### config.mk
export PLATFORM = sky130hd
export DESIGN_NAME = hazard_ctrl
export DESIGN_NICKNAME = d
export VERILOG_FILES = /design/src/rtl/hazard_ctrl.sv
export SDC_FILE = /design/constraint.sdc
export NUM_CORES = 1
export LEC_CHECK = 0
export ABC_AREA = 0
export CAP_MARGIN = 40
export CORE_AREA = 2 2 97 99
export CTS_BUF_LIST = sky130_fd_sc_hd__clkbuf_16
export DETAILED_ROUTE_END_ITERATION = 16
export DIE_AREA = 0 0 99 101
export GPL_TIMING_DRIVEN = 0
export PLACE_DENSITY = 0.79
export RECOVER_POWER = 25
export SYNTH_ARGS = -nofsm -noshare
export SYNTH_HDL_FRONTEND = slang
export SYNTH_SLANG_ARGS = --single-unit
### constraint.sdc
create_clock -name clk -period 3.1 [get_ports clk]
set_clock_uncertainty 0.2 [all_clocks]
set_input_delay 0.465 -clock clk [delete_from_list [all_inputs] [get_ports clk]]
set_output_delay 0.465 -clock clk [all_outputs]
set_load 0.02 [all_outputs]
### src/rtl/hazard_ctrl.sv
// Pipeline hazard control: load-use stall, branch flush, memory freeze,
// operand forwarding, sticky memory timeout and saturating perf counters.
module hazard_ctrl #(
  parameter int TIMEOUT = 256,
  parameter int CNT_W   = 32
) (
  input  logic             clk,
  input  logic             rst_n,
  input  logic [4:0]       rs1_d,
  input  logic [4:0]       rs2_d,
  input  logic [4:0]       rs1_e,
  input  logic [4:0]       rs2_e,
  input  logic [4:0]       rd_e,
  input  logic             load_e,
  input  logic             pc_src_e,
  input  logic [4:0]       rd_m,
  input  logic             reg_write_m,
  input  logic             mem_req_m,
  input  logic             mem_ack,
  input  logic [4:0]       rd_w,
  input  logic             reg_write_w,
  output logic [1:0]       forward_a_e,
  output logic [1:0]       forward_b_e,
  output logic             stall_f,
  output logic             stall_d,
  output logic             stall_e,
  output logic             stall_m,
  output logic             flush_d,
  output logic             flush_e,
  output logic             flush_w,
  output logic             mem_timeout,
  output logic [CNT_W-1:0] stall_cnt,
  output logic [CNT_W-1:0] flush_cnt
);

  localparam int WW = $clog2(TIMEOUT + 1);

  typedef enum logic [1:0] {
    S_RUN,
    S_WAIT,
    S_ERR
  } state_t;

  state_t           r_state;
  state_t           w_state_nxt;
  logic [WW-1:0]    r_wait_cnt;
  logic [WW-1:0]    w_wait_nxt;
  logic [WW-1:0]    w_wait_inc;
  logic [CNT_W-1:0] r_stall_cnt;
  logic [CNT_W-1:0] r_flush_cnt;
  logic             w_lw_stall;
  logic             w_mem_busy;
  logic             w_freeze;

  function automatic logic [1:0] fwd_sel(
    input logic [4:0] rs,
    input logic [4:0] rdm,
    input logic       wem,
    input logic [4:0] rdw,
    input logic       wew
  );
    logic [1:0] sel;
    sel = 2'b00;
    if (wem && rdm != 5'd0 && rdm == rs)
      sel = 2'b10;
    else if (wew && rdw != 5'd0 && rdw == rs)
      sel = 2'b01;
    return sel;
  endfunction

  assign forward_a_e = fwd_sel(rs1_e, rd_m, reg_write_m,
                               rd_w, reg_write_w);
  assign forward_b_e = fwd_sel(rs2_e, rd_m, reg_write_m,
                               rd_w, reg_write_w);

  assign w_lw_stall = load_e && rd_e != 5'd0 &&
                      (rd_e == rs1_d || rd_e == rs2_d);
  assign w_mem_busy = mem_req_m && !mem_ack;
  assign w_freeze   = w_mem_busy || r_state == S_ERR;
  assign w_wait_inc = r_wait_cnt + 1'b1;

  // Freeze holds D and E, so deferred stalls/flushes re-resolve later
  always_comb begin
    stall_f = 1'b0;
    stall_d = 1'b0;
    stall_e = 1'b0;
    stall_m = 1'b0;
    flush_d = 1'b0;
    flush_e = 1'b0;
    flush_w = 1'b0;
    if (w_freeze) begin
      stall_f = 1'b1;
      stall_d = 1'b1;
      stall_e = 1'b1;
      stall_m = 1'b1;
      flush_w = 1'b1;
    end else begin
      stall_f = w_lw_stall;
      stall_d = w_lw_stall;
      flush_d = pc_src_e;
      flush_e = w_lw_stall || pc_src_e;
    end
  end

  always_comb begin
    w_state_nxt = r_state;
    w_wait_nxt  = r_wait_cnt;
    unique case (r_state)
      S_RUN: begin
        if (w_mem_busy) begin
          w_state_nxt = S_WAIT;
          w_wait_nxt  = WW'(1);
        end
      end
      S_WAIT: begin
        if (!w_mem_busy) begin
          w_state_nxt = S_RUN;
          w_wait_nxt  = '0;
        end else if (w_wait_inc == WW'(TIMEOUT)) begin
          w_state_nxt = S_ERR;
        end else begin
          w_wait_nxt  = w_wait_inc;
        end
      end
      S_ERR: w_state_nxt = S_ERR;
      default: begin
        w_state_nxt = S_RUN;
        w_wait_nxt  = '0;
      end
    endcase
  end

  always_ff @(posedge clk or negedge rst_n) begin
    if (!rst_n) begin
      r_state     <= S_RUN;
      r_wait_cnt  <= '0;
      r_stall_cnt <= '0;
      r_flush_cnt <= '0;
    end else begin
      r_state    <= w_state_nxt;
      r_wait_cnt <= w_wait_nxt;
      if (stall_f && r_stall_cnt != '1)
        r_stall_cnt <= r_stall_cnt + 1'b1;
      if (flush_d && r_flush_cnt != '1)
        r_flush_cnt <= r_flush_cnt + 1'b1;
    end
  end

  assign mem_timeout = r_state == S_ERR;
  assign stall_cnt   = r_stall_cnt;
  assign flush_cnt   = r_flush_cnt;

endmodule

### Word level (Yosys, flattened, before mapping)

Cells that the tools add are included.

* reductions and logical operators: 21
* bitwise logic cells: 1
* equality and inequality tests: 14
* add/subtract/negate cells: 3
* muxes and demuxes: 16

Operators by type and width (count)
* 32-bit by 1-bit adder with 32-bit output, second input constant: 2
* 32-bit inequality test, second input constant: 2
* 5-bit == test: 6
* 9-bit two-way mux: 3
* 9-bit case mux with 3 select lines: 1
* 5-bit nonzero test: 3
* 1-bit logical AND: 11
* 2-bit two-way mux: 5
* 9-bit by 1-bit adder with 9-bit output, second input constant: 1
* 9-bit == test, second input constant: 1
* 1-bit two-way mux: 6
* 3-bit inequality test, second input constant: 2
* 2-bit case mux with 3 select lines: 1
* 1-bit logical OR: 3
* 3-bit AND reduction: 1
* 2-bit by 1-bit == test with 1-bit output, second input constant: 1
* 2-bit == test, second input constant: 1
* 2-bit logical NOT: 1
* 2-bit inequality test, second input constant: 1
* 2-bit AND reduction: 1
* 1-bit logical NOT: 1
* 1-bit inverter: 1

* output and inout bits: 76
* word-level logic and storage cells: 59
* input bits: 43
* register bits after elaboration: 75

### Logic depth before layout (Yosys ltp)

Gate-level depths: netlist of the first run.

* depth in word-level cells: 5
* depth in mapped cells: 8
* depth with buffers taken out: 7

### Least setup slack after synthesis of the first run

OpenSTA, ideal clock, no wires.

* path type: input port to output port
* start point: input port rd_m[1]
* end point: output port forward_a_e[0]
* path slack: 0.353 ns
* required time: 2.435 ns
* stages: 4
* buffers on the path: 0
* arrival time: 2.082 ns
* cells stage by stage: or4_1 o21ai_0 nor4_1 nor4_1

* longest elaborated chain between the ends: 4
* elaborated cells on any way between the ends: 5
* classes of those cells: eq/ne (1); mux (1); reduce/logical (3)

Ends and longest elaborated chain
* start: declaration: RTL line 16 `input logic [4:0] rd_m,`
* 5-bit nonzero test: RTL line 64 `if (wem && rdm != 5'd0 && rdm == rs)`
* 1-bit logical AND: RTL line 64
* 1-bit logical AND (*): RTL line 64
* 2-bit two-way mux (*): RTL line 64
* end: declaration: RTL line 22 `output logic [1:0] forward_a_e,`

Mark *: on every way between the ends. The rest lies on a longest branch, timed or not.

### Final worst setup path of the first run

* start point: input port rd_m[1]
* end point: output port forward_b_e[0]

* longest elaborated chain between the ends: 4
* elaborated cells on any way between the ends: 5
* classes of those cells: eq/ne (1); mux (1); reduce/logical (3)

Ends and longest elaborated chain
* 5-bit nonzero test: RTL line 64
* 1-bit logical AND: RTL line 64
* 1-bit logical AND (*): RTL line 64
* 2-bit two-way mux (*): RTL line 64
* end: declaration: RTL line 23 `output logic [1:0] forward_b_e,`

Marks and branches as above.

==> metrics.cfg, run 1 <==
[synthesis]
synth-simple-area-share_pct=25.65
synth.cell_area_sq_mm=0.004180
synth_xor_area_share_pct=20.11
syn_inst=423
synth_seq_cells=75
yosysWarningCount=0
muxShareOfSynthArea_pct=0.7782
synth_edf_count=0
ys_seq_area_share_pct=44.90
synth_compound_area_share_pct=5.118
postSynthAreaPerCell_sq_um=9.882
yosysUniqueCellTypes=48
syn_nets=470
ys.flop_type=dfrtp_1
ys_async_sr_fraction_pct=100.0
synth_adder_area_share_pct=1.197
synth_top_family_by_area=simple AND/OR/NAND/NOR gates

[worst_setup_path]
crit_required_ns=2.43
path_class=in2out
arrival_ns=2.41
endpoint_kind=primary output
cp-start-kind=primary input
critPathMaxFanout=3

[sta]
setup_tns_ns=0
fmax_ghz=0.3257
rsz0062_at_grt=true
maxSlewViolCount=0
hold_viol_final=0
layout_worst_path_cycle_share_pct=99.05
tightest_slew_ns=0.9305
holdWs_ns=0.2893
slew_headroom_pct=37.96
min_period_ns=3.071
layout_setup_ws_ns=0.02949
finalSetupViolCount=0

[layout]
fin_cells=669
drive_gt1_share_pct=7.348
area_growth_syn_to_layout_pct=39.48
fin_nets=602
antenna-diode-count=0

[routing]
dr.pass1.iters=4
routed_wirelength_microns=10070
vias=3594
drc=0
drt_iter0_markers=118
viasPerCell=5.372
wire_per_inst_microns=15.05
drtAntennaViolNets=0

[grt]
grt_use_total_pct=20.69
antenna_found_initial=0
grt.met3_usage_pct=3.121
grt_pass1_vias=3603
grtUsageMet2_pct=34.20
grt_pass1_wl_microns=16910
grt_max_degree=59
top_usage_layer=met2
gr-total-overflow=0
grtUsageMet1_pct=27.80

[place]
dp_slack_ns=-0.4884
place_hpwl_microns=7443
placement.io_buffers=118
dp_cells=653
globalplace.congestion=0.7998

[clock_network]
htreeDepth=3
cts_tree=done
clk_latency_ns=0.32
clk_pin_slew_worst_paths_ns=0.06
clock_path_buffers=2
cts_sinks=75
cts_made_buffers=9
root_buffer=clkbuf_16

[floorplanning]
io_pins=119
die_x_microns=99
rows=35
dieArea_sq_mm=0.009999
fp.coreArea_sq_mm=0.008977
fp.dieH_microns=101
initial_utilization_pct=46.56

[pwr]
p_per_area_mw_per_mm2=488.8
power_uw=2850
ir_drop_mv=0.4299
leakage_uw=0.002428

[flow_run]
cap_violations=0

[outcome]
status=complete, no violations

[hold_path]
hold_class=reg2reg

stage by stage:
stage | utilization, % | area (sq um)
CTS | 65.24 | 5857
global route | 64.95 | 5831
detailed placement | 61.55 | 5525
floorplan | - | 4180
finish | 64.95 | 5831
global placement | 61.27 | 5500
cell usage in the layout (no fill, tap or decap), types with 4 or more instances in the layout:
| master | Yosys | final |
|---|---|---|
| inv_1 | 6 | 7 |
| xnor2_1 | 65 | 65 |
| nand3_1 | 49 | 49 |
| buf_4 | 3 | 4 |
| and3_1 | 21 | 21 |
| xor2_1 | 31 | 31 |
| ha_1 | 4 | 4 |
| clkbuf_16 | 0 | 9 |
| nor2_1 | 22 | 22 |
| nand4_1 | 22 | 22 |
| and4_1 | 7 | 7 |
| nor4_1 | 5 | 5 |
| o21ai_0 | 6 | 4 |
| dfrtp_1 | 75 | 75 |
| nor3_1 | 10 | 10 |
| a31oi_1 | 5 | 5 |
| buf_2 | 5 | 5 |
| or4_1 | 5 | 5 |
| and2_1 | 6 | 6 |
| a21oi_1 | 6 | 6 |
| nand2_1 | 31 | 31 |
| clkdlybuf4s50_1 | 0 | 112 |
| clkbuf_1 | 4 | 5 |
what timing repair did:
action,in CTS,in global routing
resized for setup,12,6
pin swaps,1,1
hold buffers,1,0
setup buffers,1,0
endpoints found under the hold margin,17,0
endpoints found under the setup margin,5,5
synthesized netlist by cell type, types with 2 or more instances:
| cell | instances | area (sq um) |
|---|---|---|
| dfrtp_1 | 75 | 1877 |
| xnor2_1 | 65 | 569.3 |
| nand3_1 | 49 | 245.2 |
| nand2_1 | 31 | 116.4 |
| xor2_1 | 31 | 271.5 |
| nand4_1 | 22 | 137.6 |
| nor2_1 | 22 | 82.58 |
| and3_1 | 21 | 131.4 |
| nor3_1 | 10 | 50.05 |
| and4_1 | 7 | 61.31 |
| a21oi_1 | 6 | 30.03 |
| and2_1 | 6 | 37.54 |
| inv_1 | 6 | 22.52 |
| o21ai_0 | 6 | 30.03 |
| a31oi_1 | 5 | 31.28 |
| buf_2 | 5 | 25.02 |
| nor4_1 | 5 | 31.28 |
| or4_1 | 5 | 37.54 |
| clkbuf_1 | 4 | 15.01 |
| ha_1 | 4 | 50.05 |
| buf_4 | 3 | 22.52 |
| a21oi_2 | 2 | 17.52 |
| mux2_2 | 2 | 22.52 |
| nand2b_1 | 2 | 12.51 |
| nor2_2 | 2 | 12.51 |
| nor4_4 | 2 | 42.54 |
| o22ai_1 | 2 | 12.51 |
| o31ai_1 | 2 | 15.01 |
| or3_1 | 2 | 12.51 |
path summary, 6_finish.rpt:
check | startpoint | end | slack [ns] | cells after the start
max in group asynchronous | rst_n | flush_cnt[7] | 0.71 | 3
worst min-delay path | stall_cnt[31] | stall_cnt[31] | 0.29 | 1
worst min register to register | stall_cnt[31] | stall_cnt[31] | 0.29 | 1
worst max-delay path | rd_m[1] | forward_b_e[0] | 0.03 | 6
worst max register to register | stall_cnt[0] | stall_cnt[1] | 0.65 | 8
min in group asynchronous | rst_n | stall_cnt[25] | 0.60 | 2
layout make-up:
class	instances	area, sq um
Clock inverter	5	81.33
Tap cell	111	138.9
Multi-Input combinational cell	328	2217
Sequential cell	75	1877
Timing Repair Buffer	121	1191
Inverter	6	22.52
Clock buffer	9	225.2
Buffer	14	77.57
Fill cell	730	3147
cell families (layout without fill, tap and decap cells):
group	Yosys count	after routing
AO/OA/AOI/OAI	32	32
XOR/XNOR	96	96
adder cells (fa/ha/maj)	4	4
buffers and inverters	20	155
flip-flops	75	75
multiplexers	3	3
AND/OR/NAND/NOR	193	193
metal layers:
layer  vias to the layer above  wire length, microns
met5                         -                     0
met4                         0                   141
met3                        10                   568
met2                       113                  4870
met1                      1717                  4486
li1                       1754                     -
report_power, final:
part | internal, uW | switching, uW | total [uW]
sequential | 1060 | 116 | 1180
combinational | 307 | 293 | 601
clock | 695 | 375 | 1070
total | 2070 | 784 | 2850
registers in the layout, summed over array words and instances (netlist names):
| name | cells |
|---|---|
| flush_cnt | 32 |
| r_wait_cnt | 9 |
| stall_cnt | 32 |
| r_state | 2 |
critical path: stages:
cell	delay, ns
clkdlybuf4s50_1	0.49
or4_1	0.55
o21ai_1	0.19
nor4_1	0.10
nor4_1	0.27
clkdlybuf4s15_1	0.35
Power figures use the tool's default switching activity.
==> inputs of run 2 (changes only) <==
--- a/config.mk
+++ b/config.mk
@@ -14,2 +14,3 @@
 export GPL_TIMING_DRIVEN = 0
+export MAX_ROUTING_LAYER = met4
 export PLACE_DENSITY = 0.79
==> constraint.sdc (replaced) <==
create_clock -name clk -period 3.1 [get_ports clk]
set_clock_uncertainty 0.2 [all_clocks]
set_input_delay 0.31 -clock clk [delete_from_list [all_inputs] [get_ports clk]]
set_output_delay 0.31 -clock clk [all_outputs]
set_load 0.02 [all_outputs]
==> metrics.cfg, run 2 (synthesis results as in run 1) <==
[layout]
drive_gt1_share_pct=6.810
fin_cells=669
layout_commonest_cell=clkdlybuf4s50_1
n_fill_cell=727
postLayoutCoreUtil_pct=65.23
fin_nets=602
layout_common_cells=clkdlybuf4s50_1 (114), dfrtp_1 (75), xnor2_1 (65)
area_growth_syn_to_layout_pct=40.08
antenna-diode-count=0

[grt]
grt_use_total_pct=21.21
gr-total-overflow=0
grt_pass1_wl_microns=16850
grt_max_degree=59
grt_pass1_vias=3599
antenna_found_initial=0

[routing]
routed_wirelength_microns=10100
viasPerCell=5.445
drtAntennaViolNets=0
drc=0
vias=3643
wire_per_inst_microns=15.10
drt_iter0_markers=117
dr.pass1.iters=4

[flow_run]
cap_violations=0

[sta]
min_period_ns=2.931
layout_worst_path_cycle_share_pct=94.56
tightest_slew_ns=1.064
finalSetupViolCount=0
hold_viol_final=0
fmax_ghz=0.3411
rsz0062_at_grt=false
layout_setup_ws_ns=0.1686
slew_headroom_pct=29.07
maxSlewViolCount=0

[pwr]
leakage_uw=0.002440
p_per_area_mw_per_mm2=487.4
ir_drop_mv=0.4284

[hold_path]
hold_class=reg2reg

[clock_network]
cts_sinks=75
clk_latency_ns=0.32
root_buffer=clkbuf_16
htreeDepth=3
clock_path_buffers=2
cts_made_buffers=9
cts_tree=done
clk_pin_slew_worst_paths_ns=0.06

[worst_setup_path]
path_class=in2out
critPathMaxFanout=11
crit_path_cell_trace=clkdlybuf4s50_1, xor2_1, nor3_1, a22oi_1, o21bai_2, buf_6, clkdlybuf4s50_1
endpoint_kind=primary output
path_delay_family=buffers and inverters
cp-start-kind=primary input
arrival_ns=2.42
cp_slowest_stage_delay_ns=0.62
crit_buf_inv=3
cpMostUsedCell=clkdlybuf4s50_1
cp_slowest_cell=clkdlybuf4s50_1
crit_required_ns=2.59

[place]
dp_cells=653
placement.io_buffers=118
globalplace.congestion=0.8113
dp_slack_ns=-0.1784
place_hpwl_microns=7443

[floorplanning]
fp.dieH_microns=101
dieArea_sq_mm=0.009999
fp.coreArea_sq_mm=0.008977
io_pins=119
rows=35
initial_utilization_pct=46.56
die_x_microns=99

[outcome]
status=complete, no violations

-- run 2: worst paths after layout --
check / from / end / slack [ns] / depth (start not counted)
worst max-delay path: rd_e[3] / stall_d / 0.17 / 7
worst min-delay path: stall_cnt[31] / stall_cnt[31] / 0.29 / 1
worst max register to register: stall_cnt[0] / stall_cnt[1] / 0.66 / 8
worst min register to register: stall_cnt[31] / stall_cnt[31] / 0.29 / 1
max in group asynchronous: rst_n / flush_cnt[7] / 1.37 / 3
min in group asynchronous: rst_n / stall_cnt[25] / 0.50 / 2
-- run 2: area by class of cell --
type,count,area (sq um),area share (%)
Multi-Input combinational cell,328,2213,37.80
Sequential cell,75,1877,32.05
Timing Repair Buffer,121,1220,20.83
Clock buffer,9,225.2,3.846
Tap cell,111,138.9,2.372
Clock inverter,5,81.33,1.389
Buffer,14,77.57,1.325
Inverter,6,22.52,0.3846
-- run 2: power breakdown --
group / total (uW) / internal, uW / switching, uW
registers: 1180 / 1060 / 114
logic: 606 / 312 / 294
clock network: 1070 / 695 / 375
total: 2850 / 2070 / 784
-- run 2: what timing repair did --
item / 4_1_cts / 5_1_grt
hold buffers: 1 / 0
endpoints found under the setup margin: 4 / 2
buffers inserted: 0 / 1
pin swaps: 0 / 1
resized for setup: 5 / 2
hold endpoints to repair: 75 / 0
-- run 2: worst register-to-register path: cells and delay by family, from the launching register on --
family                   cells  cell delay [ns]
buffers and inverters        1             0.21
flip-flops                   1             0.40
AND/OR/NAND/NOR              5             1.02
multiplexers                 1             0.33
adder cells (fa/ha/maj)      1             0.18
-- run 2: per-stage QoR --
stage | cell area [sq um] | hold slack [ns] | total power (uW) | TNS (ns)
floorplan | 4180 | -0.1856 | 1473 | 0
global placement | 5500 | 0.2760 | 1779 | -76.25
detailed placement | 5525 | 0.002250 | 1799 | -0.4204
CTS | 5846 | 0.1944 | 2885 | 0
global route | 5856 | 0.3103 | 2987 | 0
finish | 5856 | 0.2882 | 2854 | 0
-- run 2: layer usage --
metal | global-route usage (%) | wire length, microns | share of wire [%] | up-vias
met5 | - | 0 | 0 | -
met4 | 7.376 | 163 | 1.6 | 0
met3 | 2.982 | 553 | 5.5 | 17
met2 | 34.15 | 4900 | 49 | 125
met1 | 27.67 | 4481 | 44 | 1739
li1 | - | - | - | 1762
